===== config.mk =====
export PLATFORM = sky130hd
export DESIGN_NAME = alu16_seq
export DESIGN_NICKNAME = d
export VERILOG_FILES = /design/src/rtl/alu16_seq.sv
export SDC_FILE = /design/constraint.sdc
export NUM_CORES = 1
export LEC_CHECK = 0
export BUFFER_PORTS_ARGS = -buffer_cell sky130_fd_sc_hd__buf_2
export CAP_MARGIN = 20
export CORE_ASPECT_RATIO = 1.25
export CORE_MARGIN = 3
export CORE_UTILIZATION = 40
export CTS_CLUSTER_DIAMETER = 60
export DETAILED_ROUTE_END_ITERATION = 8
export PLACE_DENSITY = 0.66
export SETUP_SLACK_MARGIN = 0.4
export SLEW_MARGIN = 20
export SYNTH_ARGS = -nofsm -noshare
export SYNTH_HDL_FRONTEND = slang
export SYNTH_SLANG_ARGS = --single-unit

===== constraint.sdc =====
create_clock -name clock -period 1.9 [get_ports clock]
set_input_delay 0.38 -clock clock [delete_from_list [all_inputs] [get_ports clock]]
set_output_delay 0.38 -clock clock [all_outputs]
set_load 0.02 [all_outputs]

===== src/rtl/alu16_seq.sv =====
// alu16_seq: runs a 16-bit ADD HL,rr / INC16 / DEC16 / ADD SP,e8 operation
// through a shared 8-bit ALU in two passes: the low byte, then the high byte with carry.
// Ports:
//   clock, reset                 system clock and synchronous active-high reset
//   start, op, a_in, b_in,       request; inputs are captured when the request is accepted
//   flags_in
//   busy, done, result,          status and 16-bit result with final ZNHC flags
//   flags_out
//   alu_op, alu_data0,           drive the external 8-bit ALU
//   alu_data1, alu_flags,
//   alu_size
//   alu_data_in, alu_flags_in    byte result and flags returned by the ALU
module alu16_seq (
    input  logic        clock,
    input  logic        reset,
    input  logic        start,
    input  logic [1:0]  op,
    input  logic [15:0] a_in,
    input  logic [15:0] b_in,
    input  logic [3:0]  flags_in,
    output logic        busy,
    output logic        done,
    output logic [15:0] result,
    output logic [3:0]  flags_out,
    output logic [4:0]  alu_op,
    output logic [7:0]  alu_data0,
    output logic [7:0]  alu_data1,
    output logic [3:0]  alu_flags,
    output logic        alu_size,
    input  logic [7:0]  alu_data_in,
    input  logic [3:0]  alu_flags_in
);

    localparam logic [4:0] ALU_ADD   = 5'd0;
    localparam logic [4:0] ALU_ADC   = 5'd1;
    localparam logic [4:0] ALU_SUB   = 5'd2;
    localparam logic [4:0] ALU_SBC   = 5'd3;
    localparam logic [4:0] ALU_PASS0 = 5'd16;

    localparam logic ALU_SIZE_8  = 1'b0;
    localparam logic ALU_SIZE_16 = 1'b1;

    localparam logic [1:0] ST_IDLE = 2'd0;
    localparam logic [1:0] ST_LOW  = 2'd1;
    localparam logic [1:0] ST_HIGH = 2'd2;
    localparam logic [1:0] ST_DONE = 2'd3;

    localparam logic [1:0] OP_ADD16 = 2'd0;
    localparam logic [1:0] OP_INC16 = 2'd1;
    localparam logic [1:0] OP_DEC16 = 2'd2;
    localparam logic [1:0] OP_ADDSP = 2'd3;

    logic [1:0]  state;
    logic [1:0]  op_q;
    logic [15:0] a_q;
    logic [15:0] b_q;
    logic [3:0]  f_q;
    logic [7:0]  lo_byte;
    logic [1:0]  lo_hc;
    logic [3:0]  final_flags;

    // Z and N returned by the ALU are never used: Z is carried over from
    // the captured flags and N is always cleared for these operations.
    logic unused_alu_zn;
    assign unused_alu_zn = ^alu_flags_in[3:2];

    assign busy = (state == ST_LOW) || (state == ST_HIGH);
    assign done = (state == ST_DONE);

    // Final ZNHC, evaluated while the high-byte pass is on the ALU.
    always_comb begin
        final_flags = f_q;
        case (op_q)
            OP_ADD16: final_flags = {f_q[3], 1'b0, alu_flags_in[1:0]};
            OP_ADDSP: final_flags = {2'b00, lo_hc};
            default:  final_flags = f_q;
        endcase
    end

    always_comb begin
        alu_op    = ALU_PASS0;
        alu_data0 = 8'h00;
        alu_data1 = 8'h00;
        alu_flags = f_q;
        alu_size  = ALU_SIZE_8;
        case (state)
            ST_LOW: begin
                alu_data1 = a_q[7:0];
                alu_size  = ALU_SIZE_16;
                case (op_q)
                    OP_INC16: begin
                        alu_op    = ALU_ADD;
                        alu_data0 = 8'h01;
                    end
                    OP_DEC16: begin
                        alu_op    = ALU_SUB;
                        alu_data0 = 8'h01;
                    end
                    default: begin
                        alu_op    = ALU_ADD;
                        alu_data0 = b_q[7:0];
                    end
                endcase
            end
            ST_HIGH: begin
                alu_data1 = a_q[15:8];
                alu_size  = ALU_SIZE_16;
                // Only the low-byte carry feeds the high pass.
                alu_flags = {f_q[3], 2'b00, lo_hc[0]};
                case (op_q)
                    OP_ADD16: begin
                        alu_op    = ALU_ADC;
                        alu_data0 = b_q[15:8];
                    end
                    OP_INC16: begin
                        alu_op    = ALU_ADC;
                        alu_data0 = 8'h00;
                    end
                    OP_DEC16: begin
                        alu_op    = ALU_SBC;
                        alu_data0 = 8'h00;
                    end
                    default: begin
                        // Sign-extend e8 into the high byte.
                        alu_op    = ALU_ADC;
                        alu_data0 = {8{b_q[7]}};
                    end
                endcase
            end
            default: begin
                alu_op    = ALU_PASS0;
                alu_data0 = 8'h00;
                alu_data1 = 8'h00;
                alu_flags = f_q;
                alu_size  = ALU_SIZE_8;
            end
        endcase
    end

    always_ff @(posedge clock) begin
        if (reset) begin
            state     <= ST_IDLE;
            op_q      <= 2'd0;
            a_q       <= 16'h0000;
            b_q       <= 16'h0000;
            f_q       <= 4'h0;
            lo_byte   <= 8'h00;
            lo_hc     <= 2'b00;
            result    <= 16'h0000;
            flags_out <= 4'h0;
        end else begin
            case (state)
                ST_IDLE: begin
                    if (start) begin
                        op_q  <= op;
                        a_q   <= a_in;
                        b_q   <= b_in;
                        f_q   <= flags_in;
                        state <= ST_LOW;
                    end
                end
                ST_LOW: begin
                    lo_byte <= alu_data_in;
                    lo_hc   <= alu_flags_in[1:0];
                    state   <= ST_HIGH;
                end
                ST_HIGH: begin
                    result    <= {alu_data_in, lo_byte};
                    flags_out <= final_flags;
                    state     <= ST_DONE;
                end
                default: begin
                    state <= ST_IDLE;
                end
            endcase
        end
    end

endmodule


**After elaboration in Yosys (flattened, before gate mapping)**

Cells that the tools add are included.

- Muxes and demuxes: 12
- Equal/unequal tests: 7
- Reduce and logical (&&, ||, !) cells: 6

Operators by type and width:

| cell | number |
|---|---|
| $pmux 8 s2 | 3 |
| $pmux 5 s2 | 1 |
| $eq 2x2->1 const B | 4 |
| $mux 8 | 1 |
| $pmux 4 s2 | 1 |
| $mux 2 | 3 |
| $pmux 2 s3 | 1 |
| $eq 2x1->1 const B | 2 |
| $logic_not 2->1 | 2 |
| $reduce_or 2->1 | 2 |
| $mux 3 | 1 |
| $ne 2x2->1 const B | 1 |
| $reduce_and 2->1 | 1 |
| $logic_or 1x1->1 | 1 |
| $mux 1 | 1 |

- Word-level logic and storage cells: 34
- Bits in registers: 70
- Output and inout bits: 48
- Input bits: 53

**Logic depth before layout (Yosys ltp)**

- Word-level depth: 4
- Depth in mapped cells: 7
- Gate-level depth less buffers: 5

**Worst setup path after synthesis**

No wires, ideal clock.

- Path type: register to output
- From: register state[1]
- To: output port alu_data1[0]
- Arrival: 1.683 ns
- Cell stages (with the launch flop): 5
- Slack: -0.163 ns
- Buffers on the path: 0
- Data required time: 1.520 ns
- Path through: dfxtp_1 > inv_1 > ha_1 > clkinv_1 > nor2_1

- Cells in the longest elaborated chain, start to end: 2
- Elaborated cells between the ends (all ways): 3
- Those cells by class: eq/ne (2); mux (1)

Ends and longest elaborated chain:

| item | RTL line | RTL |
|---|---|---|
| start: declaration | 53 | `logic [1:0] state;` |
| start signal: assignment | 142 | `state <= ST_IDLE;` |
| start signal: assignment | 159 | `state <= ST_LOW;` |
| start signal: assignment | 165 | `state <= ST_HIGH;` |
| $eq 2x2->1 / $eq 2x1->1 (equally long branches) | 86 | `case (state)` |
| $pmux 8 s2 * | 86 |  |
| end: declaration | 27 | `output logic [7:0] alu_data1,` |

Mark *: on every way between the ends. The rest lies on a longest branch, timed or not.

**Worst setup path in the final report**

- From: register state[0]
- To: output port alu_data0[3]

- Cells in the longest elaborated chain, start to end: 2
- Elaborated cells between the ends (all ways): 3
- Those cells by class: eq/ne (2); mux (1)

Ends and longest elaborated chain:

| item | RTL line | RTL |
|---|---|---|
| $eq 2x2->1 / $eq 2x1->1 (equally long branches) | 86 |  |
| $pmux 8 s2 * | 86 |  |
| end: declaration | 26 | `output logic [7:0] alu_data0,` |

Marked as above.

==> results by group <==
Die
  • FP Rows: 34
  • Initial Util: 42.26%
  • Die width: 83.72 um
  • Io pins: 101
  • Die height: 103.2 um
  • DIE AREA: 0.008636 mm^2
  • Core area: 0.007147 mm^2

Critical path
  • Critical R2R Launch: state[1]
  • Worst reg2reg setup slack: 0.27 ns
  • Delay-heaviest family, CP: flip-flops
  • CP max-delay cell: dfxtp_4
  • Worst EP required: 1.52 ns
  • Critical path arrival: 1.63 ns
  • Worst Path Class, Setup: reg2out
  • Crit-path cells: inv_4 > ha_4 > nand2_4 > nor2_4 > buf_12 > o2bb2ai_2 > buf_6
  • Biggest cell delay along the critical path: 0.38 ns
  • CP Capture Type: primary output
  • Worst Path Buf+Inv: 3
  • R2R cell count: 9
  • Crit start category: flip-flop
  • Crit Reg-Reg Endpoint: result[12]
  • Max Fanout on Critical Path: 7

Cells and area
  • Post-Layout Cell Count: 549
  • # nets final: between 500 and 600
  • ANT cells: 0
  • Area Growth Syn to Fin: 50.08%
  • Layout cells sized above 1: 44.44%
  • Fillers: 599

Synth
  • Syn avg cell area: 8.806 um^2
  • Post-Synthesis Cells: between 300 and 400
  • Portion of netlist area occupied by mux cells: under 10%
  • Compound-Gate Fraction of Synth Area: between 10% and 20%
  • Main combinational cell family by area after synthesis: simple AND/OR/NAND/NOR gates
  • Area of the mapped netlist: 0.003020 mm^2
  • Main flop type after synthesis: dfxtp_1
  • Post-synth EDFFs: 0
  • Synth Area in Simple Gates: between 10% and 20%
  • XOR/XNOR share of the synthesized area: 0%
  • Share of flip-flops with an asynchronous set or reset: 0%
  • Adder-Cell Fraction of Synth Area: 3.314%
  • Sequential share of the synthesized area: approximately 46%
  • Yosys warnings: 0
  • Netlist cell types: 32
  • Seq cells post-synth: 70

Timing
  • Final Hold Vio Count: 0
  • Final worst slack: -0.1147 ns
  • FMAX: about 0.5 GHz
  • Final setup viols: 19
  • RSZ-0062 raised after global routing: true
  • Minimum clock period: 2.015 ns
  • Fin. max-slew vios: 0
  • Final period util: 106.0%
  • Clk_skew: 0.01605 ns

Placed design
  • DP HPWL: ~5000 um
  • GPL Wtd Cong: 0.8112
  • Post-Place Cells: 513
  • Port bufs: 96
  • Dpl ws: 0.1334 ns

Detailed routing
  • Routed WL per cell: 14.10 um
  • Vias: 2733
  • Routed WL: 7743 um
  • Routed Antenna Nets: 0
  • Iteration count of the initial detailed-routing pass: 4
  • # DRC: 0
  • First DRT Iteration DRCs: 110
  • Drt via density: 4.978

Outcome
  • Status: finished with violations
  • Failing checks: setup timing

Pwr
  • Max IR drop VDD: around 0.0006 V
  • Leakage dissipation: 0.001851 uW
  • PwrDens: 1002 mW/mm^2
  • Total power: 4543 uW

Clocking
  • CTS tree: done
  • Clk root buf: clkbuf_8
  • Total CTS buffers: 9
  • Clk_lat worst skew: 0.34 ns
  • Clock transition at path regs: roughly 0.08 ns
  • CTS max path bufs: 2
  • CTS sink cnt: 70
  • H-tree depth: 3

Global routing
  • Initial antenna violation count: 0
  • GRT Overall Usage: 17.45%
  • First-pass GRT wire length: between 10000 and 15000 um
  • GR Overflow Total: 0
  • Vias in the first global route: 2551
  • Largest net degree at the start of global routing: 40

Run
  • Max-Cap Viols: 0

Worst hold path
  • HP Class: in2reg
  • Hold path start: b_in[5]
  • Hold path cells: 3
  • Hold Crit Endpoint: b_q[5]
sequential cells by signal (all words and copies together), names as in the netlist:
name,count
a_q,16
b_q,16
result,16
lo_byte,8
f_q,4
flags_out,4
lo_hc,2
op_q,2
state,2
per-layer routing:
metal | share of wire [%] | wire length (um) | GRT usage (%)
met1 | 43 | 3304 | 21.10
met3 | 6.4 | 493 | 6.075
met2 | 49 | 3822 | 29.21
met5 | 0 | 0 | 0
met4 | 1.6 | 122 | 5.941
through the flow:
step                hold slack (ns)  instance area, um^2  TNS [ns]  utilization [%]
CTS                          0.2505                 4242    -1.605            59.35
detailed placement           0.4505                 3726         0            52.14
global placement             0.4451                 3726         0            52.14
floorplan                    0.4366                 3227         0                -
finish                       0.2636                 4533    -1.479            63.43
global route                 0.2466                 4533    -2.652            63.43
cells in the mapped netlist (2+ instances only):
cell type	n	area, um^2
a21oi_1	37	185.2
a21oi_2	11	96.34
a221oi_1	2	17.52
a22oi_1	8	60.06
buf_2	9	45.04
buf_4	10	75.07
buf_6	5	56.30
clkbuf_1	4	15.01
dfxtp_1	70	1401
ha_1	8	100.1
inv_1	5	18.77
mux2i_1	27	270.3
nand2_1	78	292.8
nand2b_1	3	18.77
nand3b_1	2	15.01
nor2_1	37	138.9
nor2b_1	3	18.77
nor3_1	2	10.01
o21ai_0	3	15.01
o2bb2ai_1	7	61.31
worst reg2reg max path, stage by stage (launching register included):
cell and delay (ns):
dfxtp_4 0.36, buf_6 0.11, ha_4 0.20, buf_12 0.14, buf_6 0.11, buf_12 0.12
buf_16 0.14, buf_12 0.13, mux2i_2 0.17, nor2_1 0.05
cells in the final DEF (no fill, tap or decap), drive strengths merged:
master,Yosys,final
buf,24,126
nand2,78,78
dfxtp,70,70
a21oi,48,48
nor2,38,38
mux2i,27,27
clkbuf,4,11
a22oi,8,8
ha,8,8
o2bb2ai,7,7
inv,5,6
clkinv,1,4
nor2b,3,3
nand2b,3,3
o21ai,3,3
nand3b,2,2
a221oi,2,2
nor3,2,2
conb,1,2
o211ai,2,2
o22ai,1,1
mux2,1,1
o211a,1,1
and2,1,1
or2b,1,1
nand3,1,1
o31ai,1,1
clkinvlp,0,1
bufinv,0,1
worst max-delay path by stage:
stage	depth (start not counted)	slack, ns	from	end
after floorplan	5	0.26	state[1]	alu_data0[2]
after detailed placement	5	0.13	op_q[0]	alu_data0[5]
after CTS	7	-0.14	state[0]	alu_data0[2]
final	7	-0.11	state[0]	alu_data0[3]
after global routing	7	-0.17	state[0]	alu_data0[5]
after global placement	5	0.14	op_q[0]	alu_data0[7]
timing repair:
action,in CTS,in global routing
buffers inserted,10,9
gates resized for setup,55,36
pin swaps,6,12
cloned,0,1
setup endpoints to repair,26,48
hold buffers,0,0
report_power, final:
part | total [uW] | internal [uW] | switching, uW
registers | 1740 | 1630 | 107
logic | 1590 | 744 | 843
clock network | 1220 | 648 | 573
area by class of cell:
| cell class | instances | area, um^2 | share of cell area, % |
|---|---|---|---|
| inverter | 6 | 37.54 | 0.8280 |
| timing repair buffer | 127 | 1036 | 22.85 |
| clock inverter | 6 | 68.82 | 1.518 |
| tap | 90 | 112.6 | 2.484 |
| sequential | 70 | 1411 | 31.13 |
| multi-input combinational | 240 | 1729 | 38.15 |
| clock buffer | 10 | 137.6 | 3.036 |
kinds of logic (layout without fill, tap and decap cells):
kind of cell,Yosys count,in the layout
buffers and inverters,34,149
other,1,2
adders and majority gates,8,8
and+or+nand+nor,129,129
muxes,28,28
DFF,70,70
AOI/OAI and AO/OA,73,73
Note: power is estimated with default switching activity, not from simulation.
